## src/rtl/alu_ctrl_if.sv

```systemverilog
// Decode request/response bundle between the main decoder and alu_control_unit,
// including the multiply/divide issue and status lines.
interface alu_ctrl_if #(
  parameter int CTRL_W = 4
);
  logic              in_valid;
  logic              in_ready;
  logic [5:0]        funct;
  logic [1:0]        alu_operation;
  logic [1:0]        imm_sel;
  logic              out_valid;
  logic [CTRL_W-1:0] alu_control;
  logic              illegal;
  logic              md_start;
  logic [1:0]        md_op;
  logic              md_busy;
  logic              md_done;

  modport master (
    output in_valid, funct, alu_operation, imm_sel,
    input  in_ready, out_valid, alu_control, illegal,
    input  md_start, md_op, md_busy, md_done
  );

  modport slave (
    input  in_valid, funct, alu_operation, imm_sel,
    output in_ready, out_valid, alu_control, illegal,
    output md_start, md_op, md_busy, md_done
  );
endinterface

```

## src/rtl/alu_control_unit.sv

```systemverilog
// Registered ALU control decoder with multiply/divide issue sequencing.
// Optional macro ALU_MDU_EN compiles in MDU decode, busy FSM and HI/LO interlock.
module alu_control_unit #(
  parameter int CTRL_W    = 4,
  parameter int MD_CYCLES = 32
) (
  input logic         clk,
  input logic         reset,
  alu_ctrl_if.slave   bus
);
  logic [3:0] dec_code;
  logic       dec_ill;
  logic       dec_mdu;
  logic       fire;

  always_comb begin
    dec_code = 4'b1111;
    dec_ill  = 1'b1;
    dec_mdu  = 1'b0;
    case (bus.alu_operation)
      2'b00: begin dec_code = 4'b0010; dec_ill = 1'b0; end
      2'b01: begin dec_code = 4'b0110; dec_ill = 1'b0; end
      2'b11: begin
        dec_ill = 1'b0;
        case (bus.imm_sel)
          2'b00:   dec_code = 4'b0000;
          2'b01:   dec_code = 4'b0001;
          2'b10:   dec_code = 4'b0011;
          default: dec_code = 4'b0111;
        endcase
      end
      default: begin
        dec_ill = 1'b0;
        case (bus.funct)
          6'b100000, 6'b100001: dec_code = 4'b0010;
          6'b100010, 6'b100011: dec_code = 4'b0110;
          6'b100100:            dec_code = 4'b0000;
          6'b100101:            dec_code = 4'b0001;
          6'b100110:            dec_code = 4'b0011;
          6'b100111:            dec_code = 4'b0100;
          6'b101010:            dec_code = 4'b0111;
          6'b101011:            dec_code = 4'b0101;
          6'b000000:            dec_code = 4'b1000;
          6'b000010:            dec_code = 4'b1001;
          6'b000011:            dec_code = 4'b1010;
`ifdef ALU_MDU_EN
          6'b010000:            dec_code = 4'b1100;
          6'b010010:            dec_code = 4'b1101;
          6'b011000, 6'b011001, 6'b011010, 6'b011011: begin
            dec_code = 4'b1110;
            dec_mdu  = 1'b1;
          end
`endif
          default: begin
            dec_code = 4'b1111;
            dec_ill  = 1'b1;
          end
        endcase
      end
    endcase
  end

  assign fire = bus.in_valid && bus.in_ready;

  // Stage p1: registered decode result
  logic              vld_p1;
  logic [CTRL_W-1:0] ctrl_p1;
  logic              ill_p1;

  always_ff @(posedge clk) begin
    if (reset) begin
      vld_p1  <= 1'b0;
      ctrl_p1 <= '0;
      ill_p1  <= 1'b0;
    end else begin
      vld_p1 <= fire;
      if (fire) begin
        ctrl_p1 <= CTRL_W'(dec_code);
        ill_p1  <= dec_ill;
      end
    end
  end

  assign bus.out_valid   = vld_p1;
  assign bus.alu_control = ctrl_p1;
  assign bus.illegal     = ill_p1;

`ifdef ALU_MDU_EN
  localparam int CNT_W = (MD_CYCLES > 1) ? $clog2(MD_CYCLES) : 1;
  localparam logic [CNT_W-1:0] CNT_LOAD = CNT_W'(MD_CYCLES - 1);

  typedef enum logic {IDLE, RUN} md_state_t;

  md_state_t        state, state_nxt;
  logic [CNT_W-1:0] cnt, cnt_nxt;
  logic             start_p1, start_nxt;
  logic [1:0]       op_p1, op_nxt;
  logic             hilo_hazard;

  always_ff @(posedge clk) begin
    if (reset) begin
      state    <= IDLE;
      cnt      <= '0;
      start_p1 <= 1'b0;
      op_p1    <= 2'b00;
    end else begin
      state    <= state_nxt;
      cnt      <= cnt_nxt;
      start_p1 <= start_nxt;
      op_p1    <= op_nxt;
    end
  end

  // A new MDU op accepted in the done cycle reloads the counter with no bubble.
  always_comb begin
    state_nxt = state;
    cnt_nxt   = cnt;
    start_nxt = 1'b0;
    op_nxt    = op_p1;
    case (state)
      RUN: begin
        if (cnt == '0) state_nxt = IDLE;
        else           cnt_nxt   = cnt - CNT_W'(1);
      end
      default: ;
    endcase
    if (fire && dec_mdu) begin
      state_nxt = RUN;
      cnt_nxt   = CNT_LOAD;
      start_nxt = 1'b1;
      op_nxt    = bus.funct[1:0];
    end
  end

  assign hilo_hazard = (bus.funct[5:2] == 4'b0110) || (bus.funct == 6'b010000) ||
                       (bus.funct == 6'b010010);

  assign bus.md_busy  = (state == RUN);
  assign bus.md_done  = (state == RUN) && (cnt == '0);
  assign bus.md_start = start_p1;
  assign bus.md_op    = op_p1;
  assign bus.in_ready = !(bus.md_busy && !bus.md_done && hilo_hazard &&
                          (bus.alu_operation == 2'b10));
`else
  assign bus.md_busy  = 1'b0;
  assign bus.md_done  = 1'b0;
  assign bus.md_start = 1'b0;
  assign bus.md_op    = 2'b00;
  assign bus.in_ready = 1'b1;
`endif
endmodule

```

## src/flat_wrapper.sv

```systemverilog
// flat-port wrapper written by rule: the top's interface ports become plain ports
module alu_control_unit_flat 
#(
  parameter int CTRL_W    = 4,
  parameter int MD_CYCLES = 32
)
  (clk, reset, bus_in_valid, bus_funct, bus_alu_operation, bus_imm_sel, bus_in_ready, bus_out_valid, bus_alu_control, bus_illegal, bus_md_start, bus_md_op, bus_md_busy, bus_md_done);
  alu_ctrl_if #(.CTRL_W(CTRL_W)) bus_i ();
  input logic clk;
  input logic reset;
  input wire logic [$bits(bus_i.in_valid)-1:0] bus_in_valid;
  input wire logic [$bits(bus_i.funct)-1:0] bus_funct;
  input wire logic [$bits(bus_i.alu_operation)-1:0] bus_alu_operation;
  input wire logic [$bits(bus_i.imm_sel)-1:0] bus_imm_sel;
  output wire logic [$bits(bus_i.in_ready)-1:0] bus_in_ready;
  output wire logic [$bits(bus_i.out_valid)-1:0] bus_out_valid;
  output wire logic [$bits(bus_i.alu_control)-1:0] bus_alu_control;
  output wire logic [$bits(bus_i.illegal)-1:0] bus_illegal;
  output wire logic [$bits(bus_i.md_start)-1:0] bus_md_start;
  output wire logic [$bits(bus_i.md_op)-1:0] bus_md_op;
  output wire logic [$bits(bus_i.md_busy)-1:0] bus_md_busy;
  output wire logic [$bits(bus_i.md_done)-1:0] bus_md_done;
  assign bus_i.in_valid = bus_in_valid;
  assign bus_i.funct = bus_funct;
  assign bus_i.alu_operation = bus_alu_operation;
  assign bus_i.imm_sel = bus_imm_sel;
  assign bus_in_ready = bus_i.in_ready;
  assign bus_out_valid = bus_i.out_valid;
  assign bus_alu_control = bus_i.alu_control;
  assign bus_illegal = bus_i.illegal;
  assign bus_md_start = bus_i.md_start;
  assign bus_md_op = bus_i.md_op;
  assign bus_md_busy = bus_i.md_busy;
  assign bus_md_done = bus_i.md_done;
  alu_control_unit #(.CTRL_W(CTRL_W), .MD_CYCLES(MD_CYCLES)) u_core (.clk(clk), .reset(reset), .bus(bus_i));
endmodule
```

## config.mk

```make
export PLATFORM = sky130hd
export DESIGN_NAME = alu_control_unit_flat
export DESIGN_NICKNAME = d
export VERILOG_FILES = /design/src/rtl/alu_ctrl_if.sv /design/src/rtl/alu_control_unit.sv /design/src/flat_wrapper.sv
export SDC_FILE = /design/constraint.sdc
export NUM_CORES = 1
export LEC_CHECK = 0
export BUFFER_PORTS_ARGS = -buffer_cell sky130_fd_sc_hd__clkbuf_2
export CORE_ASPECT_RATIO = 0.9
export CORE_UTILIZATION = 24
export CTS_CLUSTER_DIAMETER = 30
export DETAILED_ROUTE_END_ITERATION = 10
export SYNTH_ARGS = -nofsm -noshare
export SYNTH_HDL_FRONTEND = slang
export SYNTH_SLANG_ARGS = --single-unit
```

## constraint.sdc

```tcl
create_clock -name clk -period 1.8 [get_ports clk]
set_input_delay 0.54 -clock clk [delete_from_list [all_inputs] [get_ports clk]]
set_output_delay 0.54 -clock clk [all_outputs]
set_load 0.05 [all_outputs]
```

Word level (Yosys, flattened, before mapping)
Index checks and enable logic that the tools add are counted.
Storage, ports and cells
  bits in registers: 6
  input port bits: 13
  output and inout bits: 12
  logic and storage cells: 31
Cells by class
  equality and inequality tests: 16
  mux-type cells: 5
  reduce and logical (&&, ||, !) cells: 7
Operators with widths (number)
  $eq 6x6->1 const B: 10
  $pmux 4 s11: 1
  $reduce_or 13->1: 1
  $eq 6x2->1 const B: 2
  $pmux 4 s3: 1
  $pmux 3 s3: 1
  $logic_not 6->1: 1
  $eq 2x1->1 const B: 2
  $eq 2x2->1 const B: 2
  $logic_not 2->1: 2
  $reduce_or 2->1: 2
  $reduce_or 3->1: 1
  $mux 1: 2

Depth between registers and ports, before layout
Gate-level depths: netlist of run 1.
  depth after elaboration: 4
  gate-level depth with buffers: 4
  mapped depth without buffers: 4

Least setup slack after synthesis of run 1
OpenSTA, ideal clock, no wires.
  path kind: input to register
  from: input port bus_funct[4]
  to: register u_core.ctrl_p1[2] (netlist: u_core.bus.alu_control[2])
  library setup time: 117 ps
  data arrival time: 1307 ps
  required time: 1683 ps
  setup slack: 377 ps
  stages: 4
  cell sequence: or3_1 a31oi_1 o21ai_1 a22o_1
Between the ends
  word-level cells in the longest chain between the ends: 4
  elaborated cells between the ends (all ways): 17
  classes of those cells: eq/ne (12); mux (2); reduce/logical (3)
RTL lines
  start: declaration: RTL line flat_wrapper.sv:12  | input wire logic [$bits(bus_i.funct)-1:0] bus_funct;
  $eq 6x6->1: RTL line alu_control_unit.sv:34  | case (bus.funct)
  $reduce_or 2->1: RTL line alu_control_unit.sv:34
  $pmux 4 s11 *: RTL line alu_control_unit.sv:34
  $pmux 4 s3 *: RTL line alu_control_unit.sv:20  | case (bus.alu_operation)
  end signal: assignment: RTL line alu_control_unit.sv:78  | ctrl_p1 <= CTRL_W'(dec_code);
  end: declaration: RTL line alu_control_unit.sv:67  | logic [CTRL_W-1:0] ctrl_p1;
Mark *: on every way between the ends. The rest lies on a longest branch, timed or not.
A chain may end at the register's enable or synchronous reset.

Worst setup path in the final report of run 1
  from: register u_core.ctrl_p1[1] (netlist: u_core.bus.alu_control[1])
  to: output port bus_alu_control[1]
RTL lines
  end: declaration: RTL line flat_wrapper.sv:17  | output wire logic [$bits(bus_i.alu_control)-1:0] bus_alu_control;
No word-level cell between the ends.

==> results.sh, run 1 <==
export IMPL_cp_max_fo=3
export IMPL_cts_buffer_depth=2
export IMPL_gp_congestion=0.754
export IMPL_core_area_um2=1660
export IMPL_netlist_area_um2=428
export IMPL_p_leak_uw=0.000258
export IMPL_cp_data_required_time_ns=1.26
export IMPL_hold_class="flop to flop"
export IMPL_drt_iter0_markers=3
export IMPL_io_buffer_count=18
export IMPL_grt_max_degree=8
export IMPL_path_clk_slew_ns=0.04
export IMPL_ios=25
export IMPL_fin_crit_ns=1.41
export IMPL_synth_top_area_cell="dfxtp_1"
export IMPL_cap_viol_max_count=0
export IMPL_final_common_cell="clkbuf_2"
export IMPL_area_growth_syn_to_layout_pct=26.3
export IMPL_drv_slew=0
export IMPL_ir_worst_vdd_mv=0.278
export IMPL_rsz0062_at_grt="false"
export IMPL_die_w_um=46.5
export IMPL_pre_cts_slack_ns=0.217
export IMPL_ctsResizeCount=0
export IMPL_synth_seq_cells=6
export IMPL_timing_final_crit_share_pct=78.3
export IMPL_rows=14
export IMPL_start_util_pct=25.7
export IMPL_final_layout_size_suffix_gt1_share_pct=30.7
export IMPL_avgSynthCellArea_um2=7.64
export IMPL_post_dp_hpwl_um=787
export IMPL_crit_path_end_kind="output pin"
export IMPL_vias=455
export IMPL_cts_htree_levels=1
export IMPL_postCtsHoldBufs=0
export IMPL_fin_setup_tns_ns=0
export IMPL_cp_start_kind="flop"
export IMPL_die_height_um=42.1
export IMPL_drc=0
export IMPL_yosysWarnings=0
export IMPL_drt_pass1_iter_count=4
export IMPL_vias_per_cell=4.60
export IMPL_worst_slack_ns=0.391
export IMPL_cpPeakStageDelay_ns=0.35
export IMPL_tritoncts="yes"
export IMPL_antenna_left=0
export IMPL_yosysSeqAreaShare_pct=28.1
export IMPL_grt_pass1_vias=387
export IMPL_final_hold_viol_count=0
export IMPL_fmax_mhz=710
export IMPL_wirelength_um=950
export IMPL_hold_worst_slack_ns=0.450
export IMPL_setup_violations=0
export IMPL_grt_antenna_before_repair=0
export IMPL_ys_types=26
export IMPL_worst_path_max_delay_cell="dfxtp_1"
export IMPL_path_delay_family="flip-flops"
export IMPL_dieArea_um2=1960
export IMPL_clk_insertion_delay_late_ns=0.24
export IMPL_gr_usage_all_layers_pct=11.4
export IMPL_final_core_util_pct=32.5
export IMPL_grt_overflow_total=0
export IMPL_fin_nets=90
export IMPL_postSynthCellCount=56
export IMPL_post_cts_setup_buffers=0
export IMPL_power_density_nw_per_um2=724
export IMPL_root_buffer="clkbuf_4"
export IMPL_crit_chain="clkbuf_2"
export IMPL_mostFrequentLayoutCells="clkbuf_2 (18), nand2_1 (6), conb_1 (6), dfxtp_1 (6), nand2b_1 (5)"
export IMPL_status="finished, final reports clean"
export IMPL_grt_pass1_wl_mm=1.55
export IMPL_finalClockSkew_ns=0
export IMPL_num_antenna_cells=0
export IMPL_avgRoutedWirePerCell_um=9.60
export IMPL_critPathBufInv=1
export IMPL_critPathArrivalTime_ns=0.87
export IMPL_netlist_top_cells_area="dfxtp_1 (28%), buf_4 (11%), nand2b_1 (7.3%), nand2_1 (5.3%), a21oi_1 (3.5%)"
export IMPL_cts_sinks=6
export IMPL_synth_top_area_share_pct=28.1
export IMPL_worstSetupPathType="flop to output pin"
export IMPL_cts_made_buffers=3
[cell usage after synthesis]
cell       number
or3_1           1
and2b_1         1
nor2_1          3
or3b_2          1
inv_1           4
o21ai_0         3
a32o_1          1
buf_4           6
conb_1          2
mux2i_1         1
a21oi_1         3
nand2b_1        5
nand4b_1        1
a31oi_1         2
dfxtp_1         6
a41oi_1         1
o2111ai_1       1
nand2_1         6
a22o_1          1
maj3_2          1
o311ai_1        1
a2111oi_0       1
xor2_1          1
a211oi_1        1
o21ai_1         1
nor3_1          1
[kinds of logic after synthesis]
logic type | Yosys count | share of synthesized area, %
other | 2 | 1.76
flip-flops | 6 | 28.1
XOR/XNOR | 1 | 2.05
adder cells (fa/ha/maj) | 1 | 2.63
buffers and inverters | 10 | 14.0
AO/OA/AOI/OAI | 16 | 25.4
AND/OR/NAND/NOR | 19 | 23.7
multiplexers | 1 | 2.34
[worst paths after layout]
path / start / endpoint / slack (ns) / cells past startpoint
worst max-delay path: u_core.bus.alu_control[1] / bus_alu_control[1] / 0.39 / 1
worst min-delay path: u_core.bus.illegal / u_core.bus.illegal / 0.45 / 2
worst max register to register: u_core.bus.alu_control[1] / u_core.bus.alu_control[1] / 0.81 / 2
worst min register to register: u_core.bus.illegal / u_core.bus.illegal / 0.45 / 2
[per-layer routing]
layer	GRT usage [%]	up-vias	routed length [um]
met5	0	-	0
met4	5.29	0	0
met3	6.47	0	66
met2	19.2	19	518
met1	10.8	209	365
li1	-	227	-
[registers in the layout, summed over array words and instances, names as in the netlist]
| register | flops |
|---|---|
| u_core.bus.alu_control | 4 |
| u_core.bus.out_valid | 1 |
| u_core.bus.illegal | 1 |
[through the flow]
| stage | std cells | area, um2 | power (uW) |
|---|---|---|---|
| finish | 99 | 541 | 391 |
| global placement | 96 | 518 | 272 |
| CTS | 99 | 541 | 397 |
| global route | 99 | 541 | 420 |
| detailed placement | 96 | 518 | 273 |
| floorplan | 60 | 443 | 244 |
[worst register-to-register path, cell delays in order (launching register included)]
cell and delay, ns:
dfxtp_1 0.32, a2111oi_0 0.42, a211oi_1 0.12
[power breakdown]
group / switching [uW] / internal (uW) / total (uW)
sequential: 3.97 / 141 / 145
combinational: 91.2 / 34.1 / 125
clock: 45.7 / 75.2 / 121
[cell type report]
| cell class | instances | area (um2) |
|---|---|---|
| clock buffer | 3 | 22.5 |
| inverter | 4 | 15.0 |
| fill | 180 | 1120 |
| multi-input combinational | 44 | 263 |
| tap | 24 | 30.0 |
| sequential | 6 | 120 |
| timing repair buffer | 18 | 90.1 |
(Power assumes the default switching activity.)
==> run 2: changes to the inputs <==
Settings changed: ABC_AREA from default to 1.
Clock period 1.8 ns to 1.3 ns, I/O delays scaled along.
==> run 2 against run 1 <==
Hold slack worse by 0.078 ns. Sequential power increased by 38%. Via count grew 38%. Core utilization shrank 0.22 points. Cell count is 48% higher. Sequential share of layout area is 5.5 points lower. Sequential cell count unchanged. Power increased by 50%. Count of clock-buffer cells in the layout unchanged. Final area grew 33%. Combinational power rose by 72%. Critical path type unchanged. Critical endpoint is now bus_alu_control[2].
==> results.sh, run 2 <==
export IMPL_netlist_top_cells_area="dfxtp_1 (21%), nand2_1 (18%), nor2_1 (8.4%), buf_4 (7.8%), nand3_2 (6.9%)"
export IMPL_postSynth_asyncResetShare_pct=0
export IMPL_worstHoldPathCells=2
export IMPL_cap_viol_max_count=0
export IMPL_met2_usage_pct=17.7
export IMPL_grt_overflow_total=0
export IMPL_yosysMostFrequentCell="nand2_1"
export IMPL_final_common_cell="nand2_1"
export IMPL_hp_start="reset"
export IMPL_area_growth_syn_to_layout_pct=24.0
export IMPL_path_depth=1
export IMPL_power_density_nw_per_um2=820
export IMPL_fin_crit_ns=1.24
export IMPL_avgSynthCellArea_um2=5.90
export IMPL_p_leak_uw=0.000405
export IMPL_ff2ff_path_depth=2
export IMPL_ios=25
export IMPL_stdcell_count=147
export IMPL_finalClockSkew_ns=0
export IMPL_crit_path_end_kind="output pin"
export IMPL_antenna_left=0
export IMPL_synth_seq_cells=6
export IMPL_grtUsageMet3_pct=3.77
export IMPL_ir_worst_vdd_mv=0.532
export IMPL_cp_startpoint="u_core.bus.alu_control[2]"
export IMPL_synth_top_area_share_pct=20.8
export IMPL_die_height_um=48.6
export IMPL_final_layout_size_suffix_gt1_share_pct=35.0
export IMPL_rsz0062_at_grt="false"
export IMPL_cp_data_required_time_ns=0.91
export IMPL_drc=0
export IMPL_cp_start_kind="flop"
export IMPL_hold_class="primary input to flop"
export IMPL_cpPeakStageDelay_ns=0.33
export IMPL_vias=630
export IMPL_fmax_mhz=805
export IMPL_post_dp_hpwl_mm=1.02
export IMPL_timing_final_crit_share_pct=95.6
export IMPL_post_cts_setup_buffers=0
export IMPL_yosysWarnings=0
export IMPL_synth_edff_count=0
export IMPL_drv_slew=0
export IMPL_worstSetupPathType="flop to output pin"
export IMPL_placed_cells=144
export IMPL_grt_antenna_before_repair=0
export IMPL_dieArea_um2=2610
export IMPL_yosysSeqAreaShare_pct=20.8
export IMPL_cts_made_buffers=3
export IMPL_clk_insertion_delay_late_ns=0.24
export IMPL_avgRoutedWirePerCell_um=8.29
export IMPL_gp_congestion=0.878
export IMPL_rows=16
export IMPL_ctsResizeCount=0
export IMPL_io_buffer_count=18
export IMPL_vias_per_cell=4.29
export IMPL_die_w_um=53.7
export IMPL_core_area_um2=2220
export IMPL_critPathArrivalTime_ns=0.85
export IMPL_fin_setup_tns_ns=0
export IMPL_drt_pass1_iter_count=4
export IMPL_cts_buffer_depth=2
export IMPL_grt_pass1_vias=567
export IMPL_start_util_pct=26.0
export IMPL_synthTopCellsByCount="nand2_1 (28), nor2_1 (13), inv_1 (10)"
export IMPL_status="finished, final reports clean"
export IMPL_cts_htree_levels=1
export IMPL_netlist_area_um2=578
export IMPL_worst_path_max_delay_cell="dfxtp_1"
export IMPL_path_clk_slew_ns=0.05
export IMPL_setup_violations=0
export IMPL_ys_flop_type="dfxtp_1"
export IMPL_synth_top_area_cell="dfxtp_1"
export IMPL_wirelength_mm=1.22
export IMPL_fin_nets=135
export IMPL_path_delay_family="flip-flops"
export IMPL_num_antenna_cells=0
export IMPL_root_buffer="clkbuf_4"
export IMPL_postCtsHoldBufs=0
export IMPL_tritoncts="yes"
export IMPL_ys_types=18
export IMPL_cts_sinks=6
export IMPL_mostFrequentLayoutCells="nand2_1 (28), clkbuf_2 (18), nor2_1 (13)"
export IMPL_grt_busiest_layer="met2"
export IMPL_grt_max_degree=8
export IMPL_crit_chain="clkbuf_2"
export IMPL_drt_iter0_markers=12
export IMPL_postSynthCellCount=98
export IMPL_met1_usage_pct=10.8
export IMPL_critPathBufInv=1
export IMPL_gr_usage_all_layers_pct=10.1
export IMPL_largest_reg_flops=4
export IMPL_r2r_start="u_core.bus.alu_control[2]"
export IMPL_grt_pass1_wl_mm=2.01
export IMPL_hold_worst_slack_ns=0.371
export IMPL_final_core_util_pct=32.3
export IMPL_final_hold_viol_count=0
export IMPL_cp_max_fo=2
==> run 2: power breakdown <==
part | switching, uW | total (uW) | internal (uW)
Clock | 67.9 | 172 | 104
Combinational | 159 | 215 | 55.8
Sequential | 4.60 | 200 | 196
Total | 232 | 588 | 356
==> run 2: cell type report <==
type | count | area, um2
clock buffers | 3 | 22.5
fillers | 250 | 1510
inverters | 14 | 52.6
multi-input cells | 76 | 375
flip-flops and latches | 6 | 120
well taps | 27 | 33.8
repair buffers | 21 | 113
==> run 2: cell families after synthesis <==
kind of cell	Yosys count	synth area share [%]
buf+inv	20	16.9
simple gates	57	47.6
other cells	2	1.30
flops	6	20.8
compound gates	13	13.4
==> run 2: per-stage QoR <==
stage / power (uW) / setup WS (ns) / instance area (um2)
2_1_floorplan: 373 / 0.142 / 593
3_3_place_gp: 417 / -0.100 / 694
3_5_place_dp: 417 / -0.110 / 694
4_1_cts: 593 / 0.0550 / 717
5_1_grt: 625 / 0.0215 / 717
6_report: 588 / 0.0574 / 717
==> run 2: path summary, 6_finish.rpt <==
kind                               end  slack, ns
max                 bus_alu_control[2]       0.06
min          u_core.bus.alu_control[1]       0.37
max reg2reg  u_core.bus.alu_control[2]       0.61
min reg2reg  u_core.bus.alu_control[1]       0.47
==> run 2: per-layer routing <==
layer	vias up	wire (um)
met4	0	0
met1	267	552
met5	-	0
li1	340	-
met2	23	611
met3	0	54
